`config.mk`:
```
export PLATFORM = sky130hd
export DESIGN_NAME = mux_sel_arbiter_4_flat
export DESIGN_NICKNAME = d
export VERILOG_FILES = /design/src/rtl/mux_sel_arbiter_4_pkg.sv /design/src/rtl/mux_sel_arbiter_4_if.sv /design/src/rtl/mux_sel_arbiter_4_rr_pick.sv /design/src/rtl/mux_sel_arbiter_4.sv /design/src/flat_wrapper.sv
export SDC_FILE = /design/constraint.sdc
export NUM_CORES = 1
export LEC_CHECK = 0
export BUFFER_PORTS_ARGS = -buffer_cell sky130_fd_sc_hd__buf_2
export CAP_MARGIN = 10
export CORE_AREA = 2 2 39 41
export DETAILED_ROUTE_END_ITERATION = 12
export DIE_AREA = 0 0 41 43
export GPL_ROUTABILITY_DRIVEN = 1
export PLACE_DENSITY = 0.72
export REMOVE_ABC_BUFFERS = 1
export SETUP_SLACK_MARGIN = 0.05
export SLEW_MARGIN = 20
export SYNTH_ARGS = -nofsm -noshare
export SYNTH_HDL_FRONTEND = slang
export SYNTH_HIERARCHICAL = 1
export SYNTH_SLANG_ARGS = --single-unit
```
`constraint.sdc`:
```
create_clock -name clk -period 5.7 [get_ports clk]
set_input_delay 0.855 -clock clk [delete_from_list [all_inputs] [get_ports clk]]
set_output_delay 0.855 -clock clk [all_outputs]
set_load 0.02 [all_outputs]
```
`src/rtl/mux_sel_arbiter_4_pkg.sv`:
```
// mux_arb_pkg: shared widths, arbiter state type and one-hot helper
package mux_arb_pkg;
  localparam int N_CH  = 4;
  localparam int SEL_W = 2;
  typedef enum logic {IDLE, GRANT} state_t;
  function automatic logic [N_CH-1:0] onehot(input logic [SEL_W-1:0] i);
    return N_CH'(1) << i;
  endfunction
endpackage

```
`src/rtl/mux_sel_arbiter_4_if.sv`:
```
// mux_sel_arbiter_4_if: request/select/handshake bundle between arbiter and its environment
// master: arbiter side (takes req/out_ready, drives sel/grant/out_valid/busy); slave: environment side
interface mux_sel_arbiter_4_if;
  import mux_arb_pkg::*;
  logic [N_CH-1:0]  req;
  logic             out_ready;
  logic [SEL_W-1:0] sel;
  logic [N_CH-1:0]  grant;
  logic             out_valid;
  logic             busy;
  modport master(input req, out_ready, output sel, grant, out_valid, busy);
  modport slave(output req, out_ready, input sel, grant, out_valid, busy);
endinterface

```
`src/rtl/mux_sel_arbiter_4_rr_pick.sv`:
```
// rr_pick_4: first set request at or after ptr, wrapping mod 4
// req: requests, ptr: highest-priority channel, pick: chosen channel, found: any request set
module rr_pick_4
  import mux_arb_pkg::*;
(
  input  logic [N_CH-1:0]  req,
  input  logic [SEL_W-1:0] ptr,
  output logic [SEL_W-1:0] pick,
  output logic             found
);
  logic [N_CH-1:0]  rot;
  logic [SEL_W-1:0] off;
  always_comb begin
    rot   = N_CH'({req, req} >> ptr);
    off   = rot[0] ? 2'd0 : rot[1] ? 2'd1 : rot[2] ? 2'd2 : 2'd3;
    pick  = ptr + off;
    found = |req;
  end
endmodule

```
`src/rtl/mux_sel_arbiter_4.sv`:
```
// mux_sel_arbiter_4: round-robin arbiter driving a 4:1 mux select with bounded bursts
// clk/rst: clock and sync active-high reset; bus: req/out_ready in, sel/grant/out_valid/busy out
module mux_sel_arbiter_4
  import mux_arb_pkg::*;
#(
  parameter int MAX_BURST = 1
) (
  input logic clk,
  input logic rst,
  mux_sel_arbiter_4_if.master bus
);
  localparam int CW = $clog2(MAX_BURST + 1);
  state_t           state_q, state_d;
  logic [SEL_W-1:0] sel_q, sel_d, ptr_q, ptr_d, pick, pick_ptr;
  logic [N_CH-1:0]  grant_q, grant_d;
  logic [CW-1:0]    cnt_q, cnt_d;
  logic             busy_q, busy_d, found, idle, xfer, rel, load;
  rr_pick_4 u_pick (.req(bus.req), .ptr(pick_ptr), .pick(pick), .found(found));
  assign bus.out_valid = (state_q == GRANT) & bus.req[sel_q];
  assign bus.sel       = sel_q;
  assign bus.grant     = grant_q;
  assign bus.busy      = busy_q;
  // Release re-picks in the same cycle starting just after the current channel, so there is no bubble.
  always_comb begin
    idle     = state_q == IDLE;
    xfer     = bus.out_valid & bus.out_ready;
    rel      = !idle & (!bus.req[sel_q] | (xfer & (cnt_q == CW'(MAX_BURST - 1))));
    pick_ptr = idle ? ptr_q : sel_q + SEL_W'(1);
    load     = (idle | rel) & found;
    ptr_d    = rel ? sel_q + SEL_W'(1) : ptr_q;
    state_d  = load ? GRANT : rel ? IDLE : state_q;
    sel_d    = load ? pick : sel_q;
    grant_d  = load ? onehot(pick) : rel ? '0 : grant_q;
    busy_d   = load ? 1'b1 : rel ? 1'b0 : busy_q;
    cnt_d    = (load | rel) ? '0 : xfer ? cnt_q + CW'(1) : cnt_q;
  end
  always_ff @(posedge clk) begin
    if (rst) begin
      state_q <= IDLE;
      sel_q   <= '0;
      ptr_q   <= '0;
      grant_q <= '0;
      cnt_q   <= '0;
      busy_q  <= 1'b0;
    end else begin
      state_q <= state_d;
      sel_q   <= sel_d;
      ptr_q   <= ptr_d;
      grant_q <= grant_d;
      cnt_q   <= cnt_d;
      busy_q  <= busy_d;
    end
  end
endmodule
```
`src/flat_wrapper.sv`:
```
// flat-port wrapper written by rule: the top's interface ports become plain ports
module mux_sel_arbiter_4_flat import mux_arb_pkg::*;
#(
  parameter int MAX_BURST = 1
)
  (clk, rst, bus_req, bus_out_ready, bus_sel, bus_grant, bus_out_valid, bus_busy);
  mux_sel_arbiter_4_if bus_i ();
  input logic clk;
  input logic rst;
  input wire logic [$bits(bus_i.req)-1:0] bus_req;
  input wire logic [$bits(bus_i.out_ready)-1:0] bus_out_ready;
  output wire logic [$bits(bus_i.sel)-1:0] bus_sel;
  output wire logic [$bits(bus_i.grant)-1:0] bus_grant;
  output wire logic [$bits(bus_i.out_valid)-1:0] bus_out_valid;
  output wire logic [$bits(bus_i.busy)-1:0] bus_busy;
  assign bus_i.req = bus_req;
  assign bus_i.out_ready = bus_out_ready;
  assign bus_sel = bus_i.sel;
  assign bus_grant = bus_i.grant;
  assign bus_out_valid = bus_i.out_valid;
  assign bus_busy = bus_i.busy;
  mux_sel_arbiter_4 #(.MAX_BURST(MAX_BURST)) u_core (.clk(clk), .rst(rst), .bus(bus_i));
endmodule
```
Word level (Yosys, flattened, before mapping)
Index checks and enable logic that the tools add are counted.
{"block": "word_totals", "ramBits": 0, "register_bits": 10, "output_inout_bits": 8, "memories": 0, "rom_bits": 0, "latch_bits": 0}
{"block": "classes", "n_bitwise": 10, "shifts": 2, "reduce_logical": 4, "n_eq_ne": 0, "addsub": 3, "mul": 0, "magnitude_cmp": 1, "div": 0, "n_mux": 10}
{"operator": "$mux 4", "count": 2}
{"operator": "$shr 8x2->3", "count": 1}
{"operator": "$mux 2", "count": 3}
{"operator": "$and 1x1->1", "count": 5}
{"operator": "$mux 1", "count": 4}
{"operator": "$reduce_or 4->1", "count": 1}
{"operator": "$shl 1x2->4 const A", "count": 1}
{"operator": "$lt 2x3->1 const B", "count": 1}
{"operator": "$or 1x1->1", "count": 3}
{"operator": "$add 2x1->2 const B", "count": 1}
{"operator": "$add 2x2->2", "count": 1}
{"operator": "$bmux 1 s2", "count": 1}
{"operator": "$not 1->1", "count": 2}
{"operator": "$reduce_bool 2->1", "count": 1}
{"operator": "$reduce_or 2->1", "count": 1}
{"operator": "$add 1x1->1 const B", "count": 1}
{"operator": "$logic_not 1->1", "count": 1}

Longest topological paths before layout
{"block": "logic_depth", "ltp_word": 11, "mapped_depth": 13}

Hierarchy
Netlist, hierarchy kept.
{"mod": "mux_sel_arbiter_4", "area_per_inst_um2": 461.7, "n_inst": 1, "cells_per_inst": 45, "seq_area_each_um2": 200.2}
{"mod": "rr_pick_4", "area_per_inst_um2": 172.7, "n_inst": 1, "cells_per_inst": 23, "seq_area_each_um2": 0.0}

Worst setup path before layout
OpenSTA, ideal clock, no wires.
{"block": "synth_path", "path_type": "register -> register", "from": "register u_core/bus.busy (netlist name)", "to": "register u_core.grant_q[0], in the netlist u_core/bus.grant[0]", "arrival_time_ns": 2.547, "t_required_ns": 5.583, "synth_period_minus_slack_ns": 2.665, "slack_ns": 3.035, "path_stages_with_launch": 12, "cell_sequence": "dfxtp_1 clkbuf_1 a21oi_1 buf_6 and3b_2 o21ai_0 o211ai_1 ha_1 or4_1 nand4_1 nor2_1 a32o_1"}
{"element": "end signal, assigned", "line": "mux_sel_arbiter_4.sv:49", "rtl": "grant_q <= grant_d;"}
{"element": "end, declared", "line": "mux_sel_arbiter_4.sv:15", "rtl": "logic [N_CH-1:0] grant_q, grant_d;"}

==> flow_metrics.tcl <==
set metrics [dict create \
    cts.clk_slew.worst_paths_ns 0.06 \
    drt_iter0_markers 12 \
    hold_viol_final 0 \
    grt_max_degree 11 \
    dp_hpwl_um 927 \
    routed_via_density 5.88 \
    final_cells 98 \
    finClkSkew_ns 0.0112 \
    diodes 0 \
    yosysSeqAreaShare_pct 31.6 \
    synthArstFlopShare_pct 0 \
    syn_area_sq_um 634 \
    wl_per_cell_um 12.6 \
    grt_first_pass_wirelength_um 2170 \
    worstPathCellList "nor2_1 > a21oi_1 > nor3b_1 > o21ai_0 > o211ai_1 > ha_1 > or4_1 > nand4_1 > nor2_1 > a32o_1" \
    clk_latency_ns 0.27 \
    core-area_sq_um 1380 \
    power.total_uw 250 \
    rsz0062_at_grt "no" \
    multi_input_area_sq_um 408 \
    postRouteAntennaNets 0 \
    portBuffers 14 \
    die_h_um 43 \
    cts_tree "yes" \
    final_cell_area_sq_um 728 \
    dpl_cell_area_sq_um 706 \
    synthCells 68 \
    drc 0 \
    grt_pass1_vias 514 \
    slowest_delay_ns 0.52 \
    synth_top_area_share_pct 31.6 \
    yosysUniqueCellTypes 33 \
    antenna_found_initial 0 \
    cts_hold_buf 0 \
    ios 15 \
    cp_slowest_cell "dfxtp_1" \
    synth-warning-count 6 \
    worst_pin_slew_ns 0.619 \
    synthTopCellsByArea "dfxtp_1, a32o_1, nor2_1, mux4_2, a31oi_4" \
    cp_num_buf_inv 0 \
    ys_ff_latch 10 \
    num-fill-cells 149 \
    cts.sinks 10 \
    vias 576 \
    drt_wl_total_um 1240 \
    die_w_um 41 \
    worst_ep_required_time_ns 5.85 \
    status "completed" \
    setup-tns-final_ns 0 \
    power_density_nw_per_um2 344 \
    cts_buffers 3 \
    ff_latch_area_sq_um 200 \
    layout-area-overhead-vs-synth_pct 14.8 \
    synth_flop_cell "dfxtp_1" \
    cts_setup_buffers 0 \
    setup_violations 0 \
    track_usage_pct 18.9 \
    synth.largest_area_cell "dfxtp_1" \
    gp_congestion 0.735 \
    clk_path_buf_depth 2 \
    min_period_over_period_pct 50.1 \
    path_class "flip-flop to flip-flop" \
    maxSlewHeadroom_pct 58.7 \
    nets 92 \
    yosys-top-cells-count "dfxtp_1, nor2_1, a21oi_1, a32o_1, o21ai_0" \
    peakVddDrop_mv 0.167 \
    crit_fanout 10 \
    ctsResizeCount 0 \
    dieArea_sq_um 1760 \
    fmax_ghz 0.350 \
    overflow 0 \
    syn_area_per_cell_sq_um 9.33 \
    cpLargestDelayFamily "compound AO/OA/AOI/OAI gates" \
    std_cell_rows 14 \
    initial_core_util_pct 45.8 \
    hp-class "flip-flop to flip-flop" \
    startpoint_type "flip-flop" \
    cp-end-kind "flip-flop" \
    synth-edff-count 0 \
    cpMostUsedCell "nor2_1" \
    leakagePower_uw 0.000322 \
    max_cap_viol_count 0 \
    firstDrtPassIters 4 \
    h-tree-depth 1 \
    dp_cells 95 \
    drv_slew 0 \
    crit_arrival_ns 3.01 \
    layout_min_cycle_time_ns 2.86 \
    clockRootBuffer "clkbuf_4" \
    drive_gt1_share_pct 32.9 \
]
-- worst register-to-register path: cells and delay by family (launching register included) --
kind,cells,cell delay [ns]
AOI/OAI and AO/OA,4,1.07
and+or+nand+nor,5,0.90
DFF,1,0.52
adders and majority gates,1,0.24
-- per-layer routing --
metal  part of all wire [%]  vias to the layer above  global-route usage (%)
met4                    2.9                        0                    11.3
met5                      0                        -                       0
met1                     45                      271                    24.5
met2                     46                       18                    24.1
met3                    6.1                        6                    9.95
li1                       -                      281                       -
-- cell type report --
cell class	count	share of cell area, %
Inverter	2	1.03
Clock buffer	3	3.09
Multi-Input combinational cell	53	56.0
Tap cell	16	2.75
Sequential cell	10	27.5
Timing Repair Buffer	14	9.62
-- flip-flops by register name, indices dropped and copies added, names as in the netlist --
register / count
u_core/bus.grant: 4
u_core/bus.sel: 2
u_core/ptr_q: 2
u_core/bus.busy: 1
u_core/cnt_q: 1
-- path summary, 6_finish.rpt --
check,startpoint,endpoint,cells past startpoint,slack [ns]
worst min register to register,u_core/bus.grant[0]$_SDFFE_PP0P_,u_core/bus.grant[0]$_SDFFE_PP0P_,1,0.46
worst max-delay path,u_core/bus.busy$_SDFFE_PP0P_,u_core/bus.grant[1]$_SDFFE_PP0P_,10,2.84
worst max register to register,u_core/bus.busy$_SDFFE_PP0P_,u_core/bus.grant[1]$_SDFFE_PP0P_,10,2.84
worst min-delay path,u_core/bus.grant[0]$_SDFFE_PP0P_,u_core/bus.grant[0]$_SDFFE_PP0P_,1,0.46
-- logic make-up after synthesis --
group                      count (synthesis)  synth area share, %
and+or+nand+nor                           29                 27.0
AOI/OAI and AO/OA                         16                 21.7
DFF                                       10                 31.6
buffers and inverters                      5                 4.14
muxes                                      5                 10.8
xor gates and xnor gates                   2                 2.76
adders and majority gates                  1                 1.97
-- placed cells by master (no fill, tap or decap), types with 2 or more instances in the layout --
cell	n
mux2i_1	2
a211oi_1	2
dfxtp_1	10
and3b_2	2
a21oi_1	4
nor3b_1	2
a32o_1	4
nor2_1	10
xnor2_1	2
clkbuf_4	3
inv_1	2
buf_2	14
nand2_1	2
or4_1	2
o21ai_0	3
-- stage by stage --
stage | setup WS (ns) | hold slack [ns] | utilization (%)
floorplan | 3.06 | 0.473 | -
global placement | 2.92 | 0.447 | 51.0
detailed placement | 2.83 | 0.451 | 51.0
CTS | 2.83 | 0.464 | 52.6
global route | 2.50 | 0.487 | 52.6
finish | 2.84 | 0.458 | 52.6
-- power by group --
group / leakage (uW) / switching, uW / internal (uW)
sequential: 0.0000825 / 11.1 / 83.4
clock: 0.0000138 / 22.9 / 24.3
combinational: 0.000226 / 61.1 / 47.4
total: 0.000322 / 95.1 / 155
No activity file was read; power rests on OpenSTA's default activity.
